[config.mk]
export PLATFORM = sky130hd
export DESIGN_NAME = instr_fetch_flat
export DESIGN_NICKNAME = d
export VERILOG_FILES = /design/src/rtl/instr_fetch_pkg.sv /design/src/rtl/instr_fetch_if.sv /design/src/rtl/instr_fetch_pc_unit.sv /design/src/rtl/instr_fetch.sv /design/src/flat_wrapper.sv
export SDC_FILE = /design/constraint.sdc
export NUM_CORES = 1
export LEC_CHECK = 0
export ABC_CLOCK_PERIOD_IN_PS = 2150
export CORE_ASPECT_RATIO = 1.2
export CORE_MARGIN = 2
export CORE_UTILIZATION = 42
export DETAILED_ROUTE_END_ITERATION = 7
export GPL_ROUTABILITY_DRIVEN = 0
export PLACE_DENSITY = 0.83
export SLEW_MARGIN = 20
export SYNTH_ARGS = -nofsm -noshare
export SYNTH_HDL_FRONTEND = slang
export SYNTH_SLANG_ARGS = --single-unit
[constraint.sdc]
create_clock -name clk -period 2.15 [get_ports clk]
set_input_delay 0.43 -clock clk [delete_from_list [all_inputs] [get_ports clk]]
set_output_delay 0.43 -clock clk [all_outputs]
set_load 0.01 [all_outputs]
[src/rtl/instr_fetch_pkg.sv]
// instr_fetch_pkg: shared FSM encoding, word/field geometry and reset PC for the fetch unit.
package instr_fetch_pkg;
    typedef enum logic [1:0] {FETCH, HOLD, NEXT} fetch_state_t;
    localparam int WORD_W = 16;
    localparam int TGT_W = 12;
    localparam int OP_MSB = 15;
    localparam int OP_LSB = 12;
    localparam int FN_MSB = 5;
    localparam int FN_LSB = 0;
    localparam logic [WORD_W-1:0] RESET_PC = 16'h0000;
    function automatic logic [WORD_W-1:0] next_pc(input logic [WORD_W-1:0] pc,
                                                   input logic jump,
                                                   input logic [TGT_W-1:0] target);
        return jump ? {pc[WORD_W-1:TGT_W], target} : pc + 16'd1;
    endfunction
endpackage

[src/rtl/instr_fetch_if.sv]
// instr_fetch_if: instruction memory read bus between the fetch unit (master) and memory (slave).
interface instr_fetch_if;
    import instr_fetch_pkg::*;
    logic              readM;
    logic [WORD_W-1:0] address;
    logic [WORD_W-1:0] data;
    logic              inputReady;
    modport master(output readM, address, input data, inputReady);
    modport slave(input readM, address, output data, inputReady);
endinterface

[src/rtl/instr_fetch_pc_unit.sv]
// pc_unit: program counter register with increment/jump next-PC selection.
module pc_unit
    import instr_fetch_pkg::*;
(
    input  logic              clk,
    input  logic              reset,
    input  logic              load,
    input  logic              jump,
    input  logic [TGT_W-1:0]  target,
    output logic [WORD_W-1:0] pc
);
    always_ff @(posedge clk or posedge reset) begin
        if (reset) pc <= RESET_PC;
        else if (load) pc <= next_pc(pc, jump, target);
    end
endmodule

[src/rtl/instr_fetch.sv]
// instr_fetch: FETCH/HOLD/NEXT instruction fetch FSM with IR decode.
// Optional INSTR_COUNT_EN adds the num_inst consumed-instruction counter.
module instr_fetch
    import instr_fetch_pkg::*;
(
    input  logic              clk,
    input  logic              reset,
    instr_fetch_if.master     mem,
    input  logic              advance,
    input  logic              jump,
    input  logic [TGT_W-1:0]  target,
    output logic [WORD_W-1:0] pc,
    output logic              instr_valid,
    output logic [3:0]        opcode,
    output logic [5:0]        function_code,
    output logic [1:0]        rs,
    output logic [1:0]        rt,
    output logic [1:0]        rd,
    output logic [7:0]        imm
`ifdef INSTR_COUNT_EN
    ,
    output logic [15:0]       num_inst
`endif
);
    fetch_state_t      state;
    logic [WORD_W-1:0] ir;
    logic              read_m;
    logic              accept;
    assign accept = (state == HOLD) && advance;
    pc_unit u_pc (
        .clk(clk),
        .reset(reset),
        .load(accept),
        .jump(jump),
        .target(target),
        .pc(pc)
    );
    // Reset parks in NEXT so the first post-reset edge raises readM at RESET_PC.
    always_ff @(posedge clk or posedge reset) begin
        if (reset) begin
            state <= NEXT;
            ir <= '0;
            read_m <= 1'b0;
            instr_valid <= 1'b0;
        end else begin
            case (state)
                FETCH: if (mem.inputReady) begin
                    ir <= mem.data;
                    read_m <= 1'b0;
                    instr_valid <= 1'b1;
                    state <= HOLD;
                end
                HOLD: if (advance) begin
                    instr_valid <= 1'b0;
                    state <= NEXT;
                end
                default: begin
                    read_m <= 1'b1;
                    state <= FETCH;
                end
            endcase
        end
    end
`ifdef INSTR_COUNT_EN
    always_ff @(posedge clk or posedge reset) begin
        if (reset) num_inst <= '0;
        else if (accept) num_inst <= num_inst + 16'd1;
    end
`endif
    assign mem.readM = read_m;
    assign mem.address = pc;
    assign opcode = ir[OP_MSB:OP_LSB];
    assign function_code = ir[FN_MSB:FN_LSB];
    assign rs = ir[11:10];
    assign rt = ir[9:8];
    assign rd = ir[7:6];
    assign imm = ir[7:0];
endmodule

[src/flat_wrapper.sv]
// flat-port wrapper written by rule: the top's interface ports become plain ports
module instr_fetch_flat import instr_fetch_pkg::*;
  (clk, reset, advance, jump, target, pc, instr_valid, opcode, function_code, rs, rt, rd, imm, mem_readM, mem_address, mem_data, mem_inputReady);
  instr_fetch_if mem_i ();
  input  logic clk;
  input  logic reset;
  input  logic advance;
  input  logic jump;
  input  logic [TGT_W-1:0] target;
  output logic [WORD_W-1:0] pc;
  output logic instr_valid;
  output logic [3:0] opcode;
  output logic [5:0] function_code;
  output logic [1:0] rs;
  output logic [1:0] rt;
  output logic [1:0] rd;
  output logic [7:0] imm;
  output wire logic [$bits(mem_i.readM)-1:0] mem_readM;
  output wire logic [$bits(mem_i.address)-1:0] mem_address;
  input wire logic [$bits(mem_i.data)-1:0] mem_data;
  input wire logic [$bits(mem_i.inputReady)-1:0] mem_inputReady;
  assign mem_readM = mem_i.readM;
  assign mem_address = mem_i.address;
  assign mem_i.data = mem_data;
  assign mem_i.inputReady = mem_inputReady;
  instr_fetch u_core (.clk(clk), .reset(reset), .mem(mem_i), .advance(advance), .jump(jump), .target(target), .pc(pc), .instr_valid(instr_valid), .opcode(opcode), .function_code(function_code), .rs(rs), .rt(rt), .rd(rd), .imm(imm));
endmodule
==> impl_metrics.ini <==
[outcome]
status = completed

[yosys]
synth.most_common_cell = dfrtp_1
synth_edf_count = 0
yosys-top-cells-area = dfrtp_1, buf_4, mux2_1, mux2_2, a21oi_1
yosysUniqueCellTypes = 35
syn_nets = 210
yosys_warnings = 0
ys_async_sr_fraction_pct = 100
synth_flop_cell = dfrtp_1
ys_top_cells_by_count = dfrtp_1, buf_4, a21oi_1, o21ai_0, nor2_1
synthCells = 176
yosys_register_bits = 36
seq_area_frac_synth_pct = 47.8
synth_top_area_cell = dfrtp_1
synth_area_sq_mm = 0.00189
synth_top_area_share_pct = 46.4
syn_area_per_cell_sq_um = 10.7

[critical_path]
crit_slowest_cell = clkdlybuf4s50_1
cp_top_family = buffers and inverters
worstSetupStartpointType = flip-flop
crit_type = reg2out
cpPeakStageDelay_ns = 0.60
cp_data_required_time_ns = 1.72
path_cells = clkdlybuf4s50_1
crit_fanout = 9
endpoint_kind = output port
worstPathArrival_ns = 1.39
worstPathBufferInverterCount = 1

[route]
ant_nets = 0
drt_first_pass_iters = 4
dr_total_vias = 1526
wire_per_inst_um = 13.6
drt-vias-per-instance = 5.04
drt-total-wl_um = 4120
drt_iter0_markers = 89
drc = 0

[timing]
fmax_mhz = 549
tightest_slew_ns = 0.490
fin_crit_ns = 1.82
fin_tns_setup_ns = 0
drv_slew = 0
setup_viol = 0
finClkSkew_ns = 0.00331
fin_ws_ns = 0.329
max_slew_margin_pct = 67.3
period_share_pct = 84.7
rsz0062_at_grt = no
finalHoldViolCount = 0

[power]
p_per_area_mw_per_mm2 = 979
leakage_uw = 0.00112
irDropWorstVdd_mv = 0.473

[final_layout]
final_cells = 303
syn2layout_area_growth_pct = 48.5
fin_area_sq_mm = 0.00280
fin_nets = 281
diodes = 0
final_layout_size_suffix_gt1_share_pct = 10.9

[clock_tree]
htree_levels = 2
postCtsHoldBufs = 0
clkTransAtPathRegs_ns = 0.07
clock_sinks = 36
clockBufferDepth = 2
clock_latency_ns = 0.28
cts_buffers = 5
post_cts_buffers = 0
cts-root-buf = clkbuf_8
cts_tree = built
ctsResizeCount = 0

[place]
pre_cts_slack_ns = 0.259
dp_hpwl_um = 3140
placed_cells = 296
portBuffers = 90
placed_area_sq_mm = 0.00271

[worst_hold_path]
hold_path.class = in2async

[floorplanning]
dieArea_sq_mm = 0.00505
initial_core_util_pct = 44.0
io_pins = 91
die_w_um = 65.2
rows = 26
coreArea_sq_mm = 0.00429
die_y_um = 77.4

[global_route]
antenna_found_initial = 0
overflow = 0
grt_pass1_vias = 1440
grt_usage_pct = 16.9
grt_max_degree = 32
grt_first_pass_wirelength_um = 6720

[job]
cap_violations = 0
==> layout make-up <==
type                    count  area, sq um
well taps                  56         70.1
repair buffers             95          963
inverters                   7         26.3
flip-flops and latches     36          902
clock buffers               7         96.3
fillers                   352         1490
multi-input cells         102          746
==> kinds of logic after synthesis <==
logic type	count (synthesis)	share of synthesized area, %
XOR/XNOR	4	1.86
flip-flops	36	47.8
AO/OA/AOI/OAI	35	11.7
adder cells (fa/ha/maj)	1	0.663
multiplexers	18	10.6
buffers and inverters	38	13.0
AND/OR/NAND/NOR	44	14.4
==> state kept, by name, indices dropped and copies added, names as in the netlist <==
signal and flops:
u_core.mem.readM 1, u_core.ir 16, u_core.u_pc.pc 16, u_core.instr_valid 1
u_core.state 2
==> routing by layer <==
layer  global-route usage, %  part of all wire [%]  vias to the layer above
met4                    5.83                   1.3                        0
met3                    4.35                   7.0                        6
met1                    20.9                    43                      720
li1                        -                     -                      744
met5                       0                     0                        -
met2                    28.3                    49                       56
==> power breakdown <==
group	internal, uW	total [uW]	switching, uW	leakage [uW]
Combinational	726	1160	433	0.000641
Sequential	862	1080	217	0.000433
Clock	285	509	224	0.0000503
Total	1870	2750	873	0.00112
==> path summary, 6_finish.rpt <==
| kind | from | end | slack (ns) | cells past startpoint |
|---|---|---|---|---|
| worst min register to register | u_core.ir[14] | u_core.ir[14] | 0.49 | 1 |
| max in group asynchronous | reset | u_core.state[1] | 1.08 | 3 |
| worst max register to register | u_core.u_pc.pc[0] | u_core.u_pc.pc[10] | 0.59 | 5 |
| worst min-delay path | reset | u_core.u_pc.pc[13] | 0.47 | 2 |
| min in group clk | u_core.ir[14] | u_core.ir[14] | 0.49 | 1 |
| worst max-delay path | u_core.u_pc.pc[3] | mem_address[3] | 0.33 | 1 |
==> cell usage in the layout, fill, tap and decap left out <==
cell type,instances
o21a_1,4
nor3b_2,1
clkdlybuf4s50_1,90
nor4_1,5
buf_12,2
dfstp_2,1
a31oi_1,2
xnor2_1,4
nor3b_1,1
mux2_1,8
a21oi_1,10
nor3_1,6
nand4_1,2
o2bb2ai_1,2
inv_1,7
mux2i_1,2
mux2_2,8
ha_1,1
nor4_4,1
nor4b_1,1
nand2b_1,1
o21ai_0,10
nand2_1,6
nand3b_4,1
nor2_1,9
nor2b_1,2
dfrtp_1,35
nand3_1,5
o211a_1,1
a21o_1,1
a211o_1,1
nand4_2,1
clkbuf_8,7
o22a_1,4
nand3_2,2
buf_4,3
==> stage by stage <==
stage / util, % / power [uW] / hold WS (ns)
after floorplan: - / 1670 / 0.480
after global placement: 63.1 / 2230 / 0.466
after detailed placement: 63.1 / 2260 / 0.477
after CTS: 65.3 / 2780 / 0.491
after global routing: 65.3 / 2910 / 0.508
final: 65.3 / 2750 / 0.470
Power figures use the tool's default switching activity.
